$ cat config.mk
export PLATFORM = sky130hd
export DESIGN_NAME = fp_vector_seq
export DESIGN_NICKNAME = d
export VERILOG_FILES = /design/src/rtl/fp_vector_seq.sv
export SDC_FILE = /design/constraint.sdc
export NUM_CORES = 1
export LEC_CHECK = 0
export BUFFER_PORTS_ARGS = -buffer_cell sky130_fd_sc_hd__buf_2
export CAP_MARGIN = 20
export CORE_MARGIN = 10
export CORE_UTILIZATION = 52
export DETAILED_ROUTE_END_ITERATION = 10
export PLACE_DENSITY_LB_ADDON = 0.3
export SLEW_MARGIN = 5
export SYNTH_ARGS = -nofsm -noshare
export SYNTH_HDL_FRONTEND = slang
export SYNTH_SLANG_ARGS = --single-unit
$ cat constraint.sdc
create_clock -name clock -period 8.3 [get_ports clock]
set_clock_uncertainty 0.2 [all_clocks]
set_input_delay 0.83 -clock clock [delete_from_list [all_inputs] [get_ports clock]]
set_output_delay 0.83 -clock clock [all_outputs]
set_load 0.02 [all_outputs]
$ cat src/rtl/fp_vector_seq.sv
// Test-vector sequencer: fetches stored vectors, issues them to fp_unit, checks result and flags.
// Build option: define FP_SEQ_CONTINUE_EN to check every vector instead of halting at the first mismatch.
module fp_vector_seq #(
  parameter int ADDR_W = 16,
  parameter int FP_LAT = 1
) (
  input  logic              clock,
  input  logic              reset,
  input  logic              start,
  input  logic [ADDR_W-1:0] vec_count,
  input  logic [2:0]        cfg_rm,
  input  logic              cfg_nan_chk,
  output logic              vec_rd,
  output logic [ADDR_W-1:0] vec_addr,
  input  logic [100:0]      vec_data,
  output logic              fp_enable,
  output logic [31:0]       fp_data1,
  output logic [31:0]       fp_data2,
  output logic [2:0]        fp_rm,
  input  logic [31:0]       fp_result,
  input  logic [4:0]        fp_flags,
  output logic              busy,
  output logic              done,
  output logic              pass,
  output logic [ADDR_W-1:0] err_count,
  output logic [ADDR_W-1:0] fail_index,
  output logic [31:0]       fail_ref,
  output logic [31:0]       fail_calc,
  output logic [4:0]        fail_flags_ref,
  output logic [4:0]        fail_flags_calc
);

`ifdef FP_SEQ_CONTINUE_EN
  localparam bit CONTINUE_EN = 1'b1;
`else
  localparam bit CONTINUE_EN = 1'b0;
`endif

  localparam int CNT_W = (FP_LAT > 1) ? $clog2(FP_LAT) : 1;

  typedef enum logic [2:0] {
    S_IDLE, S_FETCH, S_LOAD, S_ISSUE, S_WAIT, S_CHECK, S_DONE
  } state_t;

  function automatic logic [ADDR_W-1:0] sat_inc(input logic [ADDR_W-1:0] v);
    return (&v) ? v : v + ADDR_W'(1);
  endfunction

  // A canonical quiet NaN from the unit only has to agree with the reference on exponent and quiet bit.
  function automatic logic result_mismatch(input logic nan_chk, input logic [31:0] ref_v,
                                           input logic [31:0] calc_v);
    if (nan_chk && calc_v == 32'h7FC0_0000) return ref_v[30:22] != calc_v[30:22];
    return ref_v != calc_v;
  endfunction

  state_t            state_q, state_d;
  logic [ADDR_W-1:0] index_q, index_d;
  logic [ADDR_W-1:0] count_q, count_d;
  logic              nan_chk_q, nan_chk_d;
  logic [CNT_W-1:0]  cnt_q, cnt_d;
  logic              vec_rd_q, vec_rd_d;
  logic [ADDR_W-1:0] vec_addr_q, vec_addr_d;
  logic              fp_enable_q, fp_enable_d;
  logic [31:0]       fp_data1_q, fp_data1_d;
  logic [31:0]       fp_data2_q, fp_data2_d;
  logic [2:0]        fp_rm_q, fp_rm_d;
  logic              busy_q, busy_d;
  logic              done_q, done_d;
  logic              pass_q, pass_d;
  logic [ADDR_W-1:0] err_count_q, err_count_d;
  logic [ADDR_W-1:0] fail_index_q, fail_index_d;
  logic [31:0]       fail_ref_q, fail_ref_d;
  logic [31:0]       fail_calc_q, fail_calc_d;
  logic [4:0]        fail_flags_ref_q, fail_flags_ref_d;
  logic [4:0]        fail_flags_calc_q, fail_flags_calc_d;

  // Reference half of the fetched vector; pure data, never reset.
  logic [31:0]       ref_res_q;
  logic [4:0]        ref_flags_q;
  logic              load_vec;
  logic              mismatch;
  logic              last_vec;

  assign load_vec = (state_q == S_LOAD);
  assign mismatch = result_mismatch(nan_chk_q, ref_res_q, fp_result) || (ref_flags_q != fp_flags);
  assign last_vec = (index_q + ADDR_W'(1)) == count_q;

  always_comb begin
    state_d           = state_q;
    index_d           = index_q;
    count_d           = count_q;
    nan_chk_d         = nan_chk_q;
    cnt_d             = cnt_q;
    vec_rd_d          = 1'b0;
    vec_addr_d        = vec_addr_q;
    fp_enable_d       = 1'b0;
    fp_data1_d        = fp_data1_q;
    fp_data2_d        = fp_data2_q;
    fp_rm_d           = fp_rm_q;
    busy_d            = busy_q;
    done_d            = done_q;
    pass_d            = pass_q;
    err_count_d       = err_count_q;
    fail_index_d      = fail_index_q;
    fail_ref_d        = fail_ref_q;
    fail_calc_d       = fail_calc_q;
    fail_flags_ref_d  = fail_flags_ref_q;
    fail_flags_calc_d = fail_flags_calc_q;
    case (state_q)
      S_IDLE, S_DONE: begin
        if (start) begin
          count_d           = vec_count;
          nan_chk_d         = cfg_nan_chk;
          fp_rm_d           = cfg_rm;
          index_d           = '0;
          err_count_d       = '0;
          fail_index_d      = '0;
          fail_ref_d        = '0;
          fail_calc_d       = '0;
          fail_flags_ref_d  = '0;
          fail_flags_calc_d = '0;
          if (vec_count == '0) begin
            state_d = S_DONE;
            busy_d  = 1'b0;
            done_d  = 1'b1;
            pass_d  = 1'b1;
          end else begin
            state_d    = S_FETCH;
            busy_d     = 1'b1;
            done_d     = 1'b0;
            pass_d     = 1'b0;
            vec_rd_d   = 1'b1;
            vec_addr_d = '0;
          end
        end
      end
      S_FETCH: state_d = S_LOAD;
      S_LOAD: begin
        fp_data1_d  = vec_data[31:0];
        fp_data2_d  = vec_data[63:32];
        fp_enable_d = 1'b1;
        state_d     = S_ISSUE;
      end
      S_ISSUE: begin
        cnt_d   = CNT_W'(FP_LAT - 1);
        state_d = S_WAIT;
      end
      S_WAIT: begin
        if (cnt_q == '0) state_d = S_CHECK;
        else             cnt_d   = cnt_q - CNT_W'(1);
      end
      S_CHECK: begin
        if (mismatch) begin
          err_count_d = sat_inc(err_count_q);
          if (err_count_q == '0) begin
            fail_index_d      = index_q;
            fail_ref_d        = ref_res_q;
            fail_calc_d       = fp_result;
            fail_flags_ref_d  = ref_flags_q;
            fail_flags_calc_d = fp_flags;
          end
        end
        if ((mismatch && !CONTINUE_EN) || last_vec) begin
          state_d = S_DONE;
          busy_d  = 1'b0;
          done_d  = 1'b1;
          pass_d  = (err_count_d == '0);
        end else begin
          index_d    = index_q + ADDR_W'(1);
          vec_addr_d = index_q + ADDR_W'(1);
          vec_rd_d   = 1'b1;
          state_d    = S_FETCH;
        end
      end
      default: state_d = S_IDLE;
    endcase
  end

  always_ff @(posedge clock or posedge reset) begin
    if (reset) begin
      state_q           <= S_IDLE;
      index_q           <= '0;
      count_q           <= '0;
      nan_chk_q         <= 1'b0;
      cnt_q             <= '0;
      vec_rd_q          <= 1'b0;
      vec_addr_q        <= '0;
      fp_enable_q       <= 1'b0;
      fp_data1_q        <= '0;
      fp_data2_q        <= '0;
      fp_rm_q           <= '0;
      busy_q            <= 1'b0;
      done_q            <= 1'b0;
      pass_q            <= 1'b0;
      err_count_q       <= '0;
      fail_index_q      <= '0;
      fail_ref_q        <= '0;
      fail_calc_q       <= '0;
      fail_flags_ref_q  <= '0;
      fail_flags_calc_q <= '0;
    end else begin
      state_q           <= state_d;
      index_q           <= index_d;
      count_q           <= count_d;
      nan_chk_q         <= nan_chk_d;
      cnt_q             <= cnt_d;
      vec_rd_q          <= vec_rd_d;
      vec_addr_q        <= vec_addr_d;
      fp_enable_q       <= fp_enable_d;
      fp_data1_q        <= fp_data1_d;
      fp_data2_q        <= fp_data2_d;
      fp_rm_q           <= fp_rm_d;
      busy_q            <= busy_d;
      done_q            <= done_d;
      pass_q            <= pass_d;
      err_count_q       <= err_count_d;
      fail_index_q      <= fail_index_d;
      fail_ref_q        <= fail_ref_d;
      fail_calc_q       <= fail_calc_d;
      fail_flags_ref_q  <= fail_flags_ref_d;
      fail_flags_calc_q <= fail_flags_calc_d;
    end
  end

  always_ff @(posedge clock) begin
    if (load_vec) begin
      ref_res_q   <= vec_data[95:64];
      ref_flags_q <= vec_data[100:96];
    end
  end

  assign vec_rd          = vec_rd_q;
  assign vec_addr        = vec_addr_q;
  assign fp_enable       = fp_enable_q;
  assign fp_data1        = fp_data1_q;
  assign fp_data2        = fp_data2_q;
  assign fp_rm           = fp_rm_q;
  assign busy            = busy_q;
  assign done            = done_q;
  assign pass            = pass_q;
  assign err_count       = err_count_q;
  assign fail_index      = fail_index_q;
  assign fail_ref        = fail_ref_q;
  assign fail_calc       = fail_calc_q;
  assign fail_flags_ref  = fail_flags_ref_q;
  assign fail_flags_calc = fail_flags_calc_q;

endmodule

==> results.cfg, run 1 <==
[outcome]
status = completed

[cts]
htree_levels = 1
cts-hold-fix-buffers = 0
cts_buffers = 27
post-cts-setup-buffers = 0
ctsResizeCount = 0
cts-root-buf = clkbuf_16
cts_buffer_depth = 3
clk_latency_ps = 560
cts_sinks = 267
cts_tree = done
clk_pin_slew_ps = 60

[finish]
fillers = 1811
drive_gt1_share_pct = 32.6
seq_area_um2 = 6870
num-nets-final = 1642
multiInputGateArea_um2 = 4810
syn_to_final_growth_pct = 24.6
final_area_um2 = 15000

[pwr]
powerDensity_nw_per_um2 = 341
power.leakage_nw = 7.10
ir_worst_vdd_uv = 274

[worst_setup_path]
critical-path-slowest-cell = a21oi_4
cpPeakStageDelay_ps = 560
path_class = register to register
endpoint_kind = register
cp_data_required_time_ps = 8530
cp.arrival_ps = 4870
cp_cell_sequence = ha_1, nand3_1, nor4_2, xnor2_1, o2111ai_1, or4_1, o31a_1, and2_1, a21oi_4, mux2_1
start_kind = register
critical_path_peak_fanout = 17
reg2reg_depth = 10

[synthesis]
synth_top_area_share_pct = 47.9
syn_area_per_cell_um2 = 10.4
ys.flop_type = dfrtp_1
synth.most_common_cell = nand2_1
netlist_area_um2 = 12000
netlist_instances = 1160
synth_area_leaders = dfrtp_1 48%, edfxtp_1 9.2%, nand2_1 8.8%
async_flop_share_pct = 86.1
synth.largest_area_cell = dfrtp_1
ys_warn_count = 0
ys_ff_latch = 267
syn-num-nets = 1324
synth.distinct_cells = 66
synth_edf_count = 37
ys_seq_area_share_pct = 57.1
yosys-top-cells-count = 281 x nand2_1, 230 x dfrtp_1, 128 x o21ai_0

[floorplanning]
die_w_um = 172
start_util_pct = 52.9
num_rows = 55
core_area_um2 = 22700
die-area_um2 = 29600
die_h_um = 172
ios = 355

[detailed_routing]
wire_per_inst_um = 20.5
drc = 0
routed_wl_um = 36600
vias_per_cell = 5.57
drt_iter0_drc = 817
num_vias = 9934
ant_nets = 0
drt_pass1_iterations = 5

[global_routing]
grt_pass1_wl_um = 56100
track_usage_pct = 23.9
grt_start_max_net_pins = 143
overflow = 0
grt_pass1_vias = 10100
antenna_found_initial = 3

[timing]
tightest_slew_ps = 1030
hold_viol = 0
fmax_ghz = 0.216
setup_violations = 0
maxSlewHeadroom_pct = 31.5
timing.final.crit_share_pct = 55.9
slew_violations = 0
final.setup.tns_ps = 0
rsz0062_at_grt = no
post-route-min-period_ps = 4640

[worst_hold_path]
hold_path.class = primary input to asynchronous set/reset pin

[placed_design]
dp_hpwl_um = 27000
portBuffers = 354
post_dp_cell_area_um2 = 13900
gp_congestion = 0.925

[job]
drv_cap = 0
-- flip-flops by register name, summed over array words and instances (netlist names) --
name             flops
fail_flags_calc      5
vec_rd               1
busy                 1
vec_addr            16
ref_res_q           32
fail_flags_ref       5
fp_data1            32
fail_index          16
fail_calc           32
ref_flags_q          5
pass                 1
done                 1
state_q              3
fp_enable            1
nan_chk_q            1
count_q             16
fp_data2            32
fp_rm                3
index_q             16
fail_ref            32
err_count           16
-- worst max-delay path: cells and delay by family (launching register included) --
kind                     cells  cell delay (ps)
multiplexers                 1              370
AND/OR/NAND/NOR              4             1910
XOR/XNOR                     1              200
flip-flops                   1              490
adder cells (fa/ha/maj)      1              290
AO/OA/AOI/OAI                3             1050
-- worst paths after layout --
kind	start	endpoint	slack, ps
max in group asynchronous	reset	count_q[10]	6260
worst max-delay path	index_q[0]	vec_addr[6]	3660
min in group clock	vec_data[68]	ref_res_q[4]	240
worst min register to register	fp_rm[0]	fp_rm[0]	280
worst min-delay path	reset	fp_data2[23]	190
worst max register to register	index_q[0]	vec_addr[6]	3660
-- placed cells by master (no fill, tap or decap), types with 11 or more instances in the layout --
| cell | synthesis | routed |
|---|---|---|
| buf_2 | 8 | 354 |
| nand2_1 | 281 | 281 |
| dfrtp_1 | 230 | 230 |
| o21ai_0 | 128 | 128 |
| mux2_2 | 64 | 64 |
| nor2_1 | 43 | 43 |
| xnor2_1 | 40 | 40 |
| edfxtp_1 | 37 | 37 |
| clkbuf_16 | 0 | 27 |
| nand3_1 | 20 | 20 |
| xor2_1 | 20 | 20 |
| a21oi_1 | 18 | 18 |
| nor4_1 | 20 | 18 |
| nand4_1 | 15 | 15 |
| nor3_1 | 12 | 12 |
| and3_1 | 12 | 12 |
| a22o_1 | 11 | 11 |
| o31ai_1 | 11 | 11 |
-- per-stage QoR --
stage	hold WS, ps	total power, mW	util (%)	instances	worst slack [ps]
detailed placement	264	3.76	61.4	1733	3710
finish	192	5.11	65.9	1785	3660
floorplan	246	3.10	-	1160	965
global route	225	5.39	65.9	1784	3400
global placement	252	3.71	61.4	1733	3820
CTS	221	5.15	65.8	1782	3660
-- cells by family after synthesis --
group           Yosys count  share of synthesized area (%)
fa+ha+maj                 3                          0.312
flops                   267                           57.1
simple gates            455                           17.0
compound gates          215                           11.0
xor+xnor                 64                           5.12
buf+inv                  87                           3.02
mux                      69                           6.43
-- power by group --
part | leakage, nW | internal (mW) | total [mW] | switching (mW)
Combinational | 3.29 | 0.643 | 1.78 | 1.14
Sequential | 3.32 | 1.72 | 1.96 | 0.241
Clock | 0.489 | 0.841 | 1.37 | 0.533
Total | 7.10 | 3.20 | 5.11 | 1.91
-- layer usage --
metal / vias to the layer above / part of all wire, % / GRT usage, %
met1: 4799 / 38 / 29.1
met4: 4 / 2.6 / 6.45
met5: - / 0.057 / 0
met2: 402 / 50 / 40.0
met3: 63 / 9.6 / 7.84
li1: 4666 / - / -
-- cell type report --
class / instances / share of cell area (%)
tap: 285 / 2.38
clock inverter: 16 / 1.95
sequential: 267 / 45.9
timing repair buffer: 365 / 12.5
multi-input combinational: 806 / 32.1
clock buffer: 33 / 4.80
antenna: 2 / 0.0334
inverter: 11 / 0.326
(Power assumes the default switching activity.)
==> run 2: changes to the inputs <==
- CORE_UTILIZATION: 52 -> 47
- clock period: 8.3 -> 4 ns (I/O delays scaled with it)
==> run 2 against run 1 <==
Wire length rose by 19%. Critical endpoint unchanged. Sequential cell count did not move. Via count rose by 11%. Clock-buffer cell count rose by 3. Critical path type unchanged. Highest routed layer is now met4. Die area rose by 9.4%.
==> results.cfg, run 2 (synthesis results as in run 1) <==
[worst_setup_path]
endpoint_kind = register
start_kind = register
worstReg2RegStart = index_q[1]
cp.arrival_ps = 3900
reg2reg_depth = 11
worst_r2r_endpoint = vec_addr[6]
critical_path_peak_fanout = 9
regToRegSetupSlack_ps = 340
path_class = register to register
cp_data_required_time_ps = 4240

[floorplanning]
ios = 355
die-area_um2 = 32400
start_util_pct = 47.7
die_w_um = 180
die_h_um = 180
core_area_um2 = 25200
num_rows = 58

[worst_hold_path]
holdPathEnd = state_q[0]
holdPathStages = 3
hold_path.class = primary input to register
hp-start = start

[cts]
cts_sinks = 267
post-cts-setup-buffers = 0
cts-root-buf = clkbuf_16
cts_buffer_depth = 3
cts_buffers = 29
htree_levels = 1
clk_pin_slew_ps = 60
cts_tree = done
clk_latency_ps = 570

[detailed_routing]
drc = 0
wire_per_inst_um = 21.7
vias_per_cell = 5.50
drt_pass1_iterations = 6
ant_nets = 0
routed_wl_um = 43400
num_vias = 11000
drt_iter0_drc = 825

[global_routing]
track_usage_pct = 25.7
antenna_found_initial = 5
grt_pass1_vias = 11900
grt_start_max_net_pins = 163
overflow = 0
grt_pass1_wl_um = 67500

[finish]
layout_commonest_cell = buf_2
syn_to_final_growth_pct = 38.3
num-nets-final = 1816
final_cell_mix = 354 x buf_2, 281 x nand2_1, 230 x dfrtp_1
drive_gt1_share_pct = 29.9

[timing]
post-route-min-period_ps = 3660
slew_violations = 0
fmax_ghz = 0.273
final.setup.tns_ps = 0
maxSlewHeadroom_pct = 26.2
hold_viol = 0
rsz0062_at_grt = no
tightest_slew_ps = 1110
holdWs_ps = 24.1
setup_violations = 0
timing.final.crit_share_pct = 91.6

[pwr]
power_frac_seq_pct = 38.6
switching_share_pct = 39.5
netSwitchingPower_mw = 4.20
p_int_mw = 6.44
powerDensity_nw_per_um2 = 640
power.leakage_nw = 7.78
ir_worst_vdd_uv = 598
comb_power_share_pct = 37.1
pwr-share-clk_pct = 24.3

[outcome]
status = completed

[placed_design]
gp_congestion = 0.869
dp_hpwl_um = 27900
portBuffers = 354

[job]
drv_cap = 0
run 2: changes by cell type in the layout (fill, tap and decap cells not counted), sizes merged:
cell	change
dlygate4sd3	+159
clkbuf	+3
diode	+3
bufinv	-6
clkinvlp	+1
clkinv	+2
buf	+13
run 2: worst max-delay path by stage:
stage,start,to,slack [ps],depth (start not counted)
2_1_floorplan,reset,busy,390,1
3_3_place_gp,index_q[1],vec_addr[7],310,11
3_5_place_dp,index_q[1],vec_addr[6],250,11
4_1_cts,index_q[1],vec_addr[6],230,11
5_1_grt,index_q[1],vec_addr[11],120,12
6_report,index_q[1],vec_addr[6],340,11
run 2: worst max-delay path, cell delays in order (launching register included):
cell and delay (ps):
dfrtp_1 450, ha_1 290, nand3_2 240, nor4_2 360, buf_4 180, or3b_1 100, nand4_1 90, or4_1 540
o31a_1 300, and2_1 200, a21oi_4 240, mux2_1 360
run 2: layer usage:
| layer | wire (um) | track usage (%) |
|---|---|---|
| met1 | 15900 | 28.4 |
| met2 | 21900 | 45.1 |
| met3 | 3590 | 7.05 |
| met4 | 2000 | 11.9 |
| met5 | 0 | 0 |
run 2: what timing repair did:
action,CTS,global route
gates resized for setup,0,1
hold buffers,159,0
hold endpoints to repair,271,0
setup endpoints to repair,0,9
run 2: power groups by stage:
stage	combinational (mW)	clock (mW)	sequential, mW
6_report	3.95	2.58	4.11
5_1_grt	4.26	2.72	4.20
4_1_cts	3.88	2.60	4.05
3_5_place_dp	3.75	0	4.07
3_3_place_gp	3.68	0	4.05
2_1_floorplan	1.68	0	4.75
run 2: metrics by stage:
step           instances  util (%)  setup slack [ps]  power, mW  area [um^2]
3_3_place_gp        1792      56.1               313       7.72        14100
2_1_floorplan       1160         -               392       6.43        12000
5_1_grt             2005      66.0               116       11.2        16600
3_5_place_dp        1792      56.1               246       7.82        14100
4_1_cts             2000      66.0               229       10.5        16600
6_report            2005      66.0               337       10.6        16600
run 2: cell type report:
| class | instances | area (um^2) |
|---|---|---|
| timing repair buffer | 537 | 3580 |
| fill | 1845 | 8550 |
| multi-input combinational | 806 | 4820 |
| clock buffer | 36 | 782 |
| clock inverter | 13 | 108 |
| inverter | 11 | 45.0 |
| tap | 330 | 413 |
| sequential | 267 | 6870 |
| antenna | 5 | 12.5 |
==> run 3: changes to the inputs <==
- CORE_UTILIZATION: 47 -> 56
- clock period: 4 -> 4.5 ns (I/O delays scaled with it)
==> run 3 against run 2 <==
Final cell count is 3.2% lower. Worst hold slack gained 8.8 ps. Total power down 9.9%. Worst setup slack better by 28 ps. Sequential share of layout area is 0.35 points higher. First-iteration DRC count grew 67%. Sequential cell count unchanged. Combinational power shrank 8.1%. Utilization rose by 12 points. Die area is 14% lower. Clock-buffer cell count grew 8. Register-to-register slack improved by 30 ps. Largest cell class unchanged.
==> results.cfg, run 3 (synthesis results as in run 1) <==
[pwr]
power.leakage_nw = 7.72
power_frac_seq_pct = 38.5
comb_power_share_pct = 37.8
powerDensity_nw_per_um2 = 582
switching_share_pct = 39.8
p_int_mw = 5.77
pwr-share-clk_pct = 23.7
netSwitchingPower_mw = 3.82
ir_worst_vdd_uv = 512

[cts]
clk_latency_ps = 550
htree_levels = 1
cts_tree = done
cts_buffers = 28
cts_sinks = 267
cts-root-buf = clkbuf_16
cts_buffer_depth = 3
ctsResizeCount = 0
clk_pin_slew_ps = 60

[placed_design]
gp_congestion = 0.960
place_inst = 1730
dp_hpwl_um = 27500
portBuffers = 354

[finish]
stdcell_count = 1940
syn_to_final_growth_pct = 37.2
num-nets-final = 1804
multiInputGateArea_um2 = 4810
layout_commonest_cell = buf_2
drive_gt1_share_pct = 29.5
final_cell_mix = 354 x buf_2, 281 x nand2_1, 230 x dfrtp_1
seq_area_um2 = 6870
fillers = 1276

[worst_hold_path]
hold_path.class = primary input to register

[timing]
rsz0062_at_grt = no
post-route-min-period_ps = 4140
timing.final.crit_share_pct = 91.9
maxSlewHeadroom_pct = 30.0
final.setup.tns_ps = 0
setup_violations = 0
tightest_slew_ps = 1050
hold_viol = 0
slew_violations = 0
fmax_ghz = 0.242

[global_routing]
grt_pass1_vias = 11800
antenna_found_initial = 5
grt_start_max_net_pins = 143
track_usage_pct = 31.4
overflow = 0
grt_pass1_wl_um = 70100

[floorplanning]
num_rows = 53
core_area_um2 = 21100
die_w_um = 167
die-area_um2 = 27700
start_util_pct = 57.0
die_h_um = 167
ios = 355

[worst_setup_path]
start_kind = register
path_class = register to register
cp_data_required_time_ps = 4720
cp.arrival_ps = 4350
critical_path_peak_fanout = 11
endpoint_kind = register

[detailed_routing]
drt_pass1_iterations = 5
drc = 0
wire_per_inst_um = 23.5
vias_per_cell = 5.95
ant_nets = 0
num_vias = 11600
routed_wl_um = 45600
drt_iter0_drc = 1376

[outcome]
status = completed

[job]
drv_cap = 0
==> run 3: per-stage QoR <==
stage | worst slack (ps) | hold slack [ps] | instance area, um^2 | util, % | power, mW
after floorplan | 842 | 246 | 12000 | - | 5.72
after global placement | 478 | 254 | 14000 | 66.5 | 6.86
after detailed placement | 441 | 258 | 14000 | 66.5 | 6.98
after CTS | 416 | 2.67 | 16400 | 78.0 | 9.33
after global routing | 105 | 34.9 | 16500 | 78.2 | 10.0
final | 365 | 32.9 | 16500 | 78.2 | 9.59
==> run 3: metal layers <==
| layer | track usage, % | vias to the layer above | share of wire, % |
|---|---|---|---|
| met5 | 0 | - | 0 |
| met4 | 16.5 | 0 | 6.4 |
| met1 | 36.3 | 5537 | 35 |
| li1 | - | 4993 | - |
| met2 | 52.9 | 798 | 49 |
| met3 | 7.84 | 222 | 9.4 |
==> run 3: critical path: stages, from the launching register on <==
cell	delay, ps
dfrtp_1	510
ha_1	300
nand3_1	290
nor4_2	460
xnor2_1	230
o2111ai_1	140
or4_1	560
o31a_1	390
and2_1	230
a21oi_4	360
mux2_1	360
==> run 3: what timing repair did <==
item,4_1_cts,5_1_grt
hold endpoints to repair,167,0
setup endpoints to repair,0,0
setup buffers,0,0
hold buffers,154,0
==> run 3: cell type report <==
type                       instances  area share, %
sequential                       267           41.6
multi-input combinational        806           29.2
inverter                          11          0.273
clock inverter                     5          0.387
clock buffer                      44           4.98
timing repair buffer             526           21.3
tap                              275           2.09
antenna                            6         0.0911
==> run 3: final timing paths <==
check,from,end,slack (ps),depth (start not counted)
min in group asynchronous,reset,fp_data2[1],260,3
setup / recovery,index_q[0],vec_addr[7],360,10
hold / removal,fp_result[15],fail_calc[15],30,3
hold reg to reg,fp_rm[1],fp_rm[1],290,2
setup reg to reg,index_q[0],vec_addr[7],360,10
max in group asynchronous,reset,fp_data1[24],2830,4
==> run 3: power by group through the flow <==
stage | combinational (mW) | clock (mW) | sequential, mW
final | 3.63 | 2.27 | 3.69
after floorplan | 1.49 | 0 | 4.23
after global placement | 3.27 | 0 | 3.60
after CTS | 3.46 | 2.26 | 3.61
after global routing | 3.87 | 2.39 | 3.75
after detailed placement | 3.35 | 0 | 3.63
